### src/rtl/lsu_param.sv
// lsu_param -- parametrised per-thread load/store unit.
//
// Issues one memory read (load) or write (store) per instruction while the
// core sits in REQUEST, holds the request until the matching ready arrives,
// and captures load data for the register file. An optional timeout moves
// the unit to ERROR when no response comes back in time.
//
// Ports:
//   clk, reset                  clock (rising edge), async active-high reset
//   enable                      thread active; gates new issue only
//   core_state[2:0]             core FSM state (REQUEST=011, UPDATE=110)
//   decoded_mem_read_enable     current instruction is a load
//   decoded_mem_write_enable    current instruction is a store
//   rs, rt                      address operand, store data operand
//   mem_read_valid/address      read request channel
//   mem_read_ready/data         read response
//   mem_write_valid/address/data  write request channel
//   mem_write_ready             write accepted
//   lsu_state[1:0]              IDLE=00, WAITING=01, DONE=10, ERROR=11
//   lsu_out                     last loaded value
//   lsu_error                   timeout flag
module lsu_param #(
    parameter int ADDR_BITS = 8,
    parameter int DATA_BITS = 8,
    parameter int TIMEOUT   = 0,
    parameter int CNT_BITS  = 8
) (
    input  logic                 clk,
    input  logic                 reset,
    input  logic                 enable,
    input  logic [2:0]           core_state,
    input  logic                 decoded_mem_read_enable,
    input  logic                 decoded_mem_write_enable,
    input  logic [DATA_BITS-1:0] rs,
    input  logic [DATA_BITS-1:0] rt,
    output logic                 mem_read_valid,
    output logic [ADDR_BITS-1:0] mem_read_address,
    input  logic                 mem_read_ready,
    input  logic [DATA_BITS-1:0] mem_read_data,
    output logic                 mem_write_valid,
    output logic [ADDR_BITS-1:0] mem_write_address,
    output logic [DATA_BITS-1:0] mem_write_data,
    input  logic                 mem_write_ready,
    output logic [1:0]           lsu_state,
    output logic [DATA_BITS-1:0] lsu_out,
    output logic                 lsu_error
);

    localparam logic [2:0] CORE_REQUEST = 3'b011;
    localparam logic [2:0] CORE_UPDATE  = 3'b110;

    // Last WAITING count before giving up; only meaningful when TIMEOUT > 0.
    localparam int unsigned            TO_LAST_I = (TIMEOUT > 0) ? (TIMEOUT - 1) : 0;
    localparam logic [CNT_BITS-1:0]    TO_LAST   = TO_LAST_I[CNT_BITS-1:0];
    localparam bit                     TO_EN     = (TIMEOUT != 0);

    typedef enum logic [1:0] {
        IDLE    = 2'b00,
        WAITING = 2'b01,
        DONE    = 2'b10,
        ERROR   = 2'b11
    } state_t;

    // Which channel the in-flight operation uses.
    typedef enum logic {
        OP_READ  = 1'b0,
        OP_WRITE = 1'b1
    } op_t;

    state_t                state_q, state_d;
    op_t                   op_q, op_d;
    logic [CNT_BITS-1:0]   cnt_q, cnt_d;
    logic                  rv_q, rv_d;
    logic [ADDR_BITS-1:0]  ra_q, ra_d;
    logic                  wv_q, wv_d;
    logic [ADDR_BITS-1:0]  wa_q, wa_d;
    logic [DATA_BITS-1:0]  wd_q, wd_d;
    logic [DATA_BITS-1:0]  out_q, out_d;
    logic                  err_q, err_d;
    logic [ADDR_BITS-1:0]  addr;
    logic                  active_ready;

    // Truncate the operand when it is wider than the address bus, otherwise
    // zero-extend it.
    generate
        if (DATA_BITS >= ADDR_BITS) begin : g_addr_trunc
            assign addr = rs[ADDR_BITS-1:0];
        end else begin : g_addr_zext
            assign addr = {{(ADDR_BITS-DATA_BITS){1'b0}}, rs};
        end
    endgenerate

    // Only the channel of the operation in flight may complete it.
    assign active_ready = (op_q == OP_WRITE) ? mem_write_ready : mem_read_ready;

    always_comb begin
        state_d = state_q;
        op_d    = op_q;
        cnt_d   = cnt_q;
        rv_d    = rv_q;
        ra_d    = ra_q;
        wv_d    = wv_q;
        wa_d    = wa_q;
        wd_d    = wd_q;
        out_d   = out_q;
        err_d   = err_q;

        case (state_q)
            IDLE: begin
                if (enable && (core_state == CORE_REQUEST)) begin
                    // Load takes priority when both decode bits are set.
                    if (decoded_mem_read_enable) begin
                        rv_d    = 1'b1;
                        ra_d    = addr;
                        op_d    = OP_READ;
                        state_d = WAITING;
                        cnt_d   = '0;
                    end else if (decoded_mem_write_enable) begin
                        wv_d    = 1'b1;
                        wa_d    = addr;
                        wd_d    = rt;
                        op_d    = OP_WRITE;
                        state_d = WAITING;
                        cnt_d   = '0;
                    end
                end
            end
            WAITING: begin
                if (active_ready) begin
                    rv_d    = 1'b0;
                    wv_d    = 1'b0;
                    if (op_q == OP_READ) begin
                        out_d = mem_read_data;
                    end
                    state_d = DONE;
                end else if (TO_EN && (cnt_q == TO_LAST)) begin
                    rv_d    = 1'b0;
                    wv_d    = 1'b0;
                    err_d   = 1'b1;
                    state_d = ERROR;
                end else if (cnt_q != {CNT_BITS{1'b1}}) begin
                    // Saturate rather than wrap on very long waits.
                    cnt_d = cnt_q + 1'b1;
                end
            end
            DONE: begin
                if (core_state == CORE_UPDATE) begin
                    state_d = IDLE;
                end
            end
            ERROR: begin
                if (core_state == CORE_UPDATE) begin
                    state_d = IDLE;
                    err_d   = 1'b0;
                end
            end
            default: state_d = IDLE;
        endcase
    end

    always_ff @(posedge clk or posedge reset) begin
        if (reset) begin
            state_q <= IDLE;
            op_q    <= OP_READ;
            cnt_q   <= '0;
            rv_q    <= 1'b0;
            ra_q    <= '0;
            wv_q    <= 1'b0;
            wa_q    <= '0;
            wd_q    <= '0;
            out_q   <= '0;
            err_q   <= 1'b0;
        end else begin
            state_q <= state_d;
            op_q    <= op_d;
            cnt_q   <= cnt_d;
            rv_q    <= rv_d;
            ra_q    <= ra_d;
            wv_q    <= wv_d;
            wa_q    <= wa_d;
            wd_q    <= wd_d;
            out_q   <= out_d;
            err_q   <= err_d;
        end
    end

    assign mem_read_valid    = rv_q;
    assign mem_read_address  = ra_q;
    assign mem_write_valid   = wv_q;
    assign mem_write_address = wa_q;
    assign mem_write_data    = wd_q;
    assign lsu_state         = state_q;
    assign lsu_out           = out_q;
    assign lsu_error         = err_q;

endmodule

### config.mk
export PLATFORM = sky130hd
export DESIGN_NAME = lsu_param
export DESIGN_NICKNAME = d
export VERILOG_FILES = /design/src/rtl/lsu_param.sv
export SDC_FILE = /design/constraint.sdc
export NUM_CORES = 1
export LEC_CHECK = 0
export CORE_MARGIN = 3
export CORE_UTILIZATION = 40
export DETAILED_ROUTE_END_ITERATION = 16
export PLACE_DENSITY = 0.83
export SETUP_SLACK_MARGIN = 0.1
export SYNTH_ARGS = -nofsm -noshare
export SYNTH_HDL_FRONTEND = slang
export SYNTH_SLANG_ARGS = --single-unit
### constraint.sdc
create_clock -name clk -period 2.1 [get_ports clk]
set_input_delay 0.315 -clock clk [delete_from_list [all_inputs] [get_ports clk]]
set_output_delay 0.315 -clock clk [all_outputs]
set_load 0.02 [all_outputs]
== Yosys cells after proc, flatten, opt, wreduce, memory -nomap -nowiden ==
Cells that the tools add are included.
Widths: inputs -> output; s select.

* Flip-flop bits (word level): 37
* ROM bits: 0
* Output and inout port bits: 37
* Word-level logic and storage cells: 50
* RAM bits: 0
* Memories kept: 0
* Input bits: 34
* Latch bits: 0

* Reductions and logical operators: 12
* Bitwise gates (word level): 2
* Eq/ne operators: 12
* Multiply operators: 0
* Order comparisons: 0
* Shifts and indexed selects: 0
* Multiplexer cells: 16
* Divide/modulo/power cells: 0
* $add $sub $neg: 0

{| class="wikitable"
|+ Operator list
! cell !! number
|-
| $reduce_and 4->1 || 3
|-
| $mux 2 || 5
|-
| $ne 2x2->1 const B || 5
|-
| $reduce_and 3->1 || 3
|-
| $mux 1 || 8
|-
| $pmux 2 s3 || 1
|-
| $reduce_and 5->1 || 1
|-
| $eq 2x2->1 const B || 2
|-
| $pmux 1 s2 || 2
|-
| $reduce_bool 2->1 || 2
|-
| $eq 3x2->1 const B || 1
|-
| $eq 3x3->1 const B || 1
|-
| $ne 3x3->1 const B || 1
|-
| $eq 2x1->1 const B || 1
|-
| $logic_not 2->1 || 1
|-
| $ne 2x1->1 const B || 1
|-
| $not 1->1 || 2
|-
| $reduce_or 2->1 || 1
|-
| $logic_and 1x1->1 || 1
|}

== Logic depth before layout (Yosys ltp) ==
* Depth after elaboration: 4
* Gate-level depth with buffers: 4
* Gate-level depth less buffers: 3

== Least setup slack after synthesis ==
OpenSTA, ideal clock, no wires.

* Path kind: register to register
* Start: reg state_q[1] (netlist: lsu_state[1])
* End: reg wa_q[0] (netlist: mem_write_address[0])
* Setup time: 125 ps
* Data arrival time: 1493 ps
* Cell stages (with the launch flop): 5
* Setup slack: 482 ps
* Buffers on the path: 1
* Data required time: 1975 ps
* Period minus slack after synthesis: 1618 ps
* Cells stage by stage: dfrtp_1 -> and4bb_2 -> nand4b_4 -> buf_6 -> mux2_4

* Cells in the longest elaborated chain, start to end: 2

{| class="wikitable"
|+ Ends and longest elaborated chain
! what !! line !! RTL
|-
| start, declared || 70 || <nowiki>state_t state_q, state_d;</nowiki>
|-
| start signal, assigned || 174 || <nowiki>state_q <= state_d;</nowiki>
|-
| $logic_not 2->1 || 108 || <nowiki>case (state_q)</nowiki>
|-
| $reduce_and 4->1 (no line) || n/a ||
|-
| end signal, assigned || 180 || <nowiki>wa_q <= wa_d;</nowiki>
|-
| end, declared || 76 || <nowiki>logic [ADDR_BITS-1:0] wa_q, wa_d;</nowiki>
|}

Every way passes these cells.
A chain may end at the register's enable or synchronous reset.

== Worst setup path in the final report ==
* Start: in enable
* End: reg ra_q[2] (netlist: mem_read_address[2])

* Cells in the longest elaborated chain, start to end: 2

{| class="wikitable"
|+ Ends and longest elaborated chain
! what !! line !! RTL
|-
| start, declared || 30 || <nowiki>input logic enable,</nowiki>
|-
| $logic_and 1x1->1 || 110 || <nowiki>if (enable && (core_state == CORE_REQUEST)) begin</nowiki>
|-
| $reduce_and 3->1 (no line) || n/a ||
|-
| end signal, assigned || 178 || <nowiki>ra_q <= ra_d;</nowiki>
|-
| end, declared || 74 || <nowiki>logic [ADDR_BITS-1:0] ra_q, ra_d;</nowiki>
|}

Every way passes these cells.

==> flow_summary.json <==
{
  "outcome": "completed",
  "clockBufferDepth": 2,
  "rr_endpoint": "mem_read_address[2]$_DFFE_PP0P_",
  "io_buffers": 69,
  "nets": 203,
  "drive_gt1_share_pct": 27.06,
  "wl_per_cell_um": 16.42,
  "async_reset_ff_share_pct": 100.0,
  "cts.htree.levels": 2,
  "maxCapViolations": 0,
  "fmax_mhz": 587.0,
  "gp_congestion": 0.6451,
  "yosysTopAreaCellShare_pct": 61.62,
  "antenna_cells": 0,
  "synthCells": 94,
  "grt_usage_pct": 17.41,
  "io_pins": 71,
  "ys_ff_latch": 37,
  "final.setup.tns_ns": 0,
  "crit_path_end": "mem_read_address[2]$_DFFE_PP0P_",
  "r2r_setup_slack_ns": 0.49,
  "fillers": 257,
  "fin_crit_sh_pct": 81.13,
  "viasPerCell": 4.926,
  "critPathRequiredTime_ns": 2.27,
  "syn2layout_area_growth_pct": 56.79,
  "drt_iter0_markers": 26,
  "synth.most_common_cell": "dfrtp_1",
  "slew_violations": 0,
  "path_clk_slew_ns": 0.07,
  "remaining_drc_errors": 0,
  "grt_max_degree": 38,
  "post_cts_buffers": 0,
  "register_area_um2": 925.9,
  "hpwl_um": 2672,
  "ir_drop_mv": 0.6654,
  "grt_pass1_vias": 1183,
  "grt_pass1_wl_um": 5747,
  "ys.warnings.count": 0,
  "ctsHoldBuffers": 0,
  "insertion_delay_ns": 0.28,
  "cts-root-buf": "clkbuf_8",
  "vias": 1064,
  "cp-startpoint": "enable",
  "antenna_found_initial": 0,
  "start_kind": "primary input",
  "multiInputGateArea_um2": 541.8,
  "rsz0062_at_grt": "false",
  "min_path_type": "primary input to async pin",
  "synth_area_um2": 1503,
  "reg2reg_depth": 4,
  "floorplan.rows": 21,
  "timing.final.ws_setup_ns": 0.3963,
  "grt_overflow": 0,
  "synth_nets": 128,
  "power_density_nw_per_um2": 1255,
  "cts_resized": 0,
  "worstPathArrival_ns": 1.87,
  "routed_wl_um": 3547,
  "ys_types": 23,
  "die_width_um": 67.29,
  "cts.sinks": 37,
  "cts_made_buffers": 5,
  "synth_edf_count": 0,
  "crit_type": "primary input to register",
  "end_kind": "register",
  "cts_tree": "built",
  "detail-route-antenna-nets": 0,
  "power_leakage_nw": 1.094,
  "synth_area_leaders": "dfrtp_1 62%, mux2_2 17%, mux2_4 9.0%",
  "drtPass1Iterations": 4,
  "die_area_um2": 4528,
  "start_util_pct": 43.33,
  "die_y_um": 67.29,
  "fin_worst_skew_ns": 0.003342,
  "synth_top_area_cell": "dfrtp_1",
  "synth_ff_type": "dfrtp_1",
  "fin_crit_ns": 1.704,
  "syn_avg_cell_area_um2": 15.99,
  "crit_fanout": 10,
  "pre_cts_ws_ns": 0.1110,
  "coreArea_um2": 3468,
  "timing.rr.start": "lsu_state[1]$_DFFE_PP0P_",
  "synth_sequential_area_ratio_pct": 61.62,
  "hold_violations": 0,
  "setup_violations": 0,
  "synthTopCellsByCount": "37 x dfrtp_1, 23 x mux2_2, 9 x mux2_4"
}
[stage by stage]
step                      total power (W)  area [um^2]  hold slack [ns]  utilization (%)  instances
final                            0.002957         2356           0.4608            67.93        216
after global routing             0.003134         2356           0.4949            67.93        216
after CTS                        0.002997         2356           0.4660            67.93        216
after detailed placement         0.002454         2255           0.4789            65.01        208
after global placement           0.002411         2255           0.4623            65.01        208
after floorplan                  0.001772         1503           0.4635                -         94
[critical path, stage by stage]
cell	delay, ns
clkdlybuf4s50_1	0.46
nor2b_1	0.35
and3_1	0.27
buf_12	0.14
mux2_2	0.33
[per-layer routing]
| metal | up-vias | GRT usage, % | routed length [um] |
|---|---|---|---|
| met4 | 0 | 5.316 | 63 |
| met1 | 538 | 18.49 | 1308 |
| li1 | 477 | - | - |
| met2 | 43 | 32.02 | 1913 |
| met5 | - | 0 | 0 |
| met3 | 6 | 6.156 | 262 |
[state kept, by name (all words and copies together), names as in the netlist]
register	count
mem_read_address	8
lsu_state	2
mem_write_data	8
mem_read_valid	1
lsu_out	8
mem_write_address	8
mem_write_valid	1
op_q	1
[cells in the final DEF, fill, tap and decap left out, drive strengths merged]
master | synthesis | final
a21bo | 1 | 1
clkbuf | 0 | 7
conb | 1 | 1
mux2 | 32 | 32
a21o | 1 | 1
nand2b | 1 | 1
and4bb | 1 | 1
nand2 | 3 | 3
dfrtp | 37 | 37
o211ai | 1 | 1
clkinv | 0 | 1
inv | 1 | 1
nand3b | 1 | 1
clkdlybuf4s50 | 0 | 69
nand4b | 1 | 1
and3b | 1 | 1
nor2 | 1 | 1
and3 | 1 | 1
buf | 4 | 3
a31oi | 1 | 1
nor2b | 2 | 2
mux2i | 1 | 1
nand3 | 2 | 2
[area by class of cell]
type,instances,area share (%)
inverter,1,0.1593
sequential,37,39.30
clock inverter,1,0.2124
clock buffer,7,4.089
timing repair buffer,72,30.80
tap,46,2.443
multi-input combinational,52,23.00
[power by group]
part | switching, W | internal [W] | total (W)
Clock | 0.000234 | 0.000296 | 0.000531
Sequential | 0.000153 | 0.000981 | 0.00113
Combinational | 0.000567 | 0.000725 | 0.00129
[worst min-delay path by stage]
stage	start	endpoint	slack, ns
after global placement	mem_read_valid$_DFFE_PP0P_	mem_read_valid$_DFFE_PP0P_	0.46
final	reset	lsu_out[4]$_DFFE_PP0P_	0.46
after global routing	reset	lsu_out[4]$_DFFE_PP0P_	0.49
after CTS	reset	mem_write_data[1]$_DFFE_PP0P_	0.47
after detailed placement	mem_write_valid$_DFFE_PP0P_	mem_write_valid$_DFFE_PP0P_	0.48
after floorplan	rs[0]	mem_write_address[0]$_DFFE_PP0P_	0.46
[kinds of logic (layout without fill, tap and decap cells)]
logic type             Yosys count  after routing  share of synthesized area (%)
flip-flops                      37             37                          61.62
multiplexers                    33             33                          26.89
AND/OR/NAND/NOR                 14             14                          6.828
buffers and inverters            5             81                          2.330
AO/OA/AOI/OAI                    4              4                          2.082
other                            1              1                         0.2496
No activity file was read; power rests on OpenSTA's default activity.
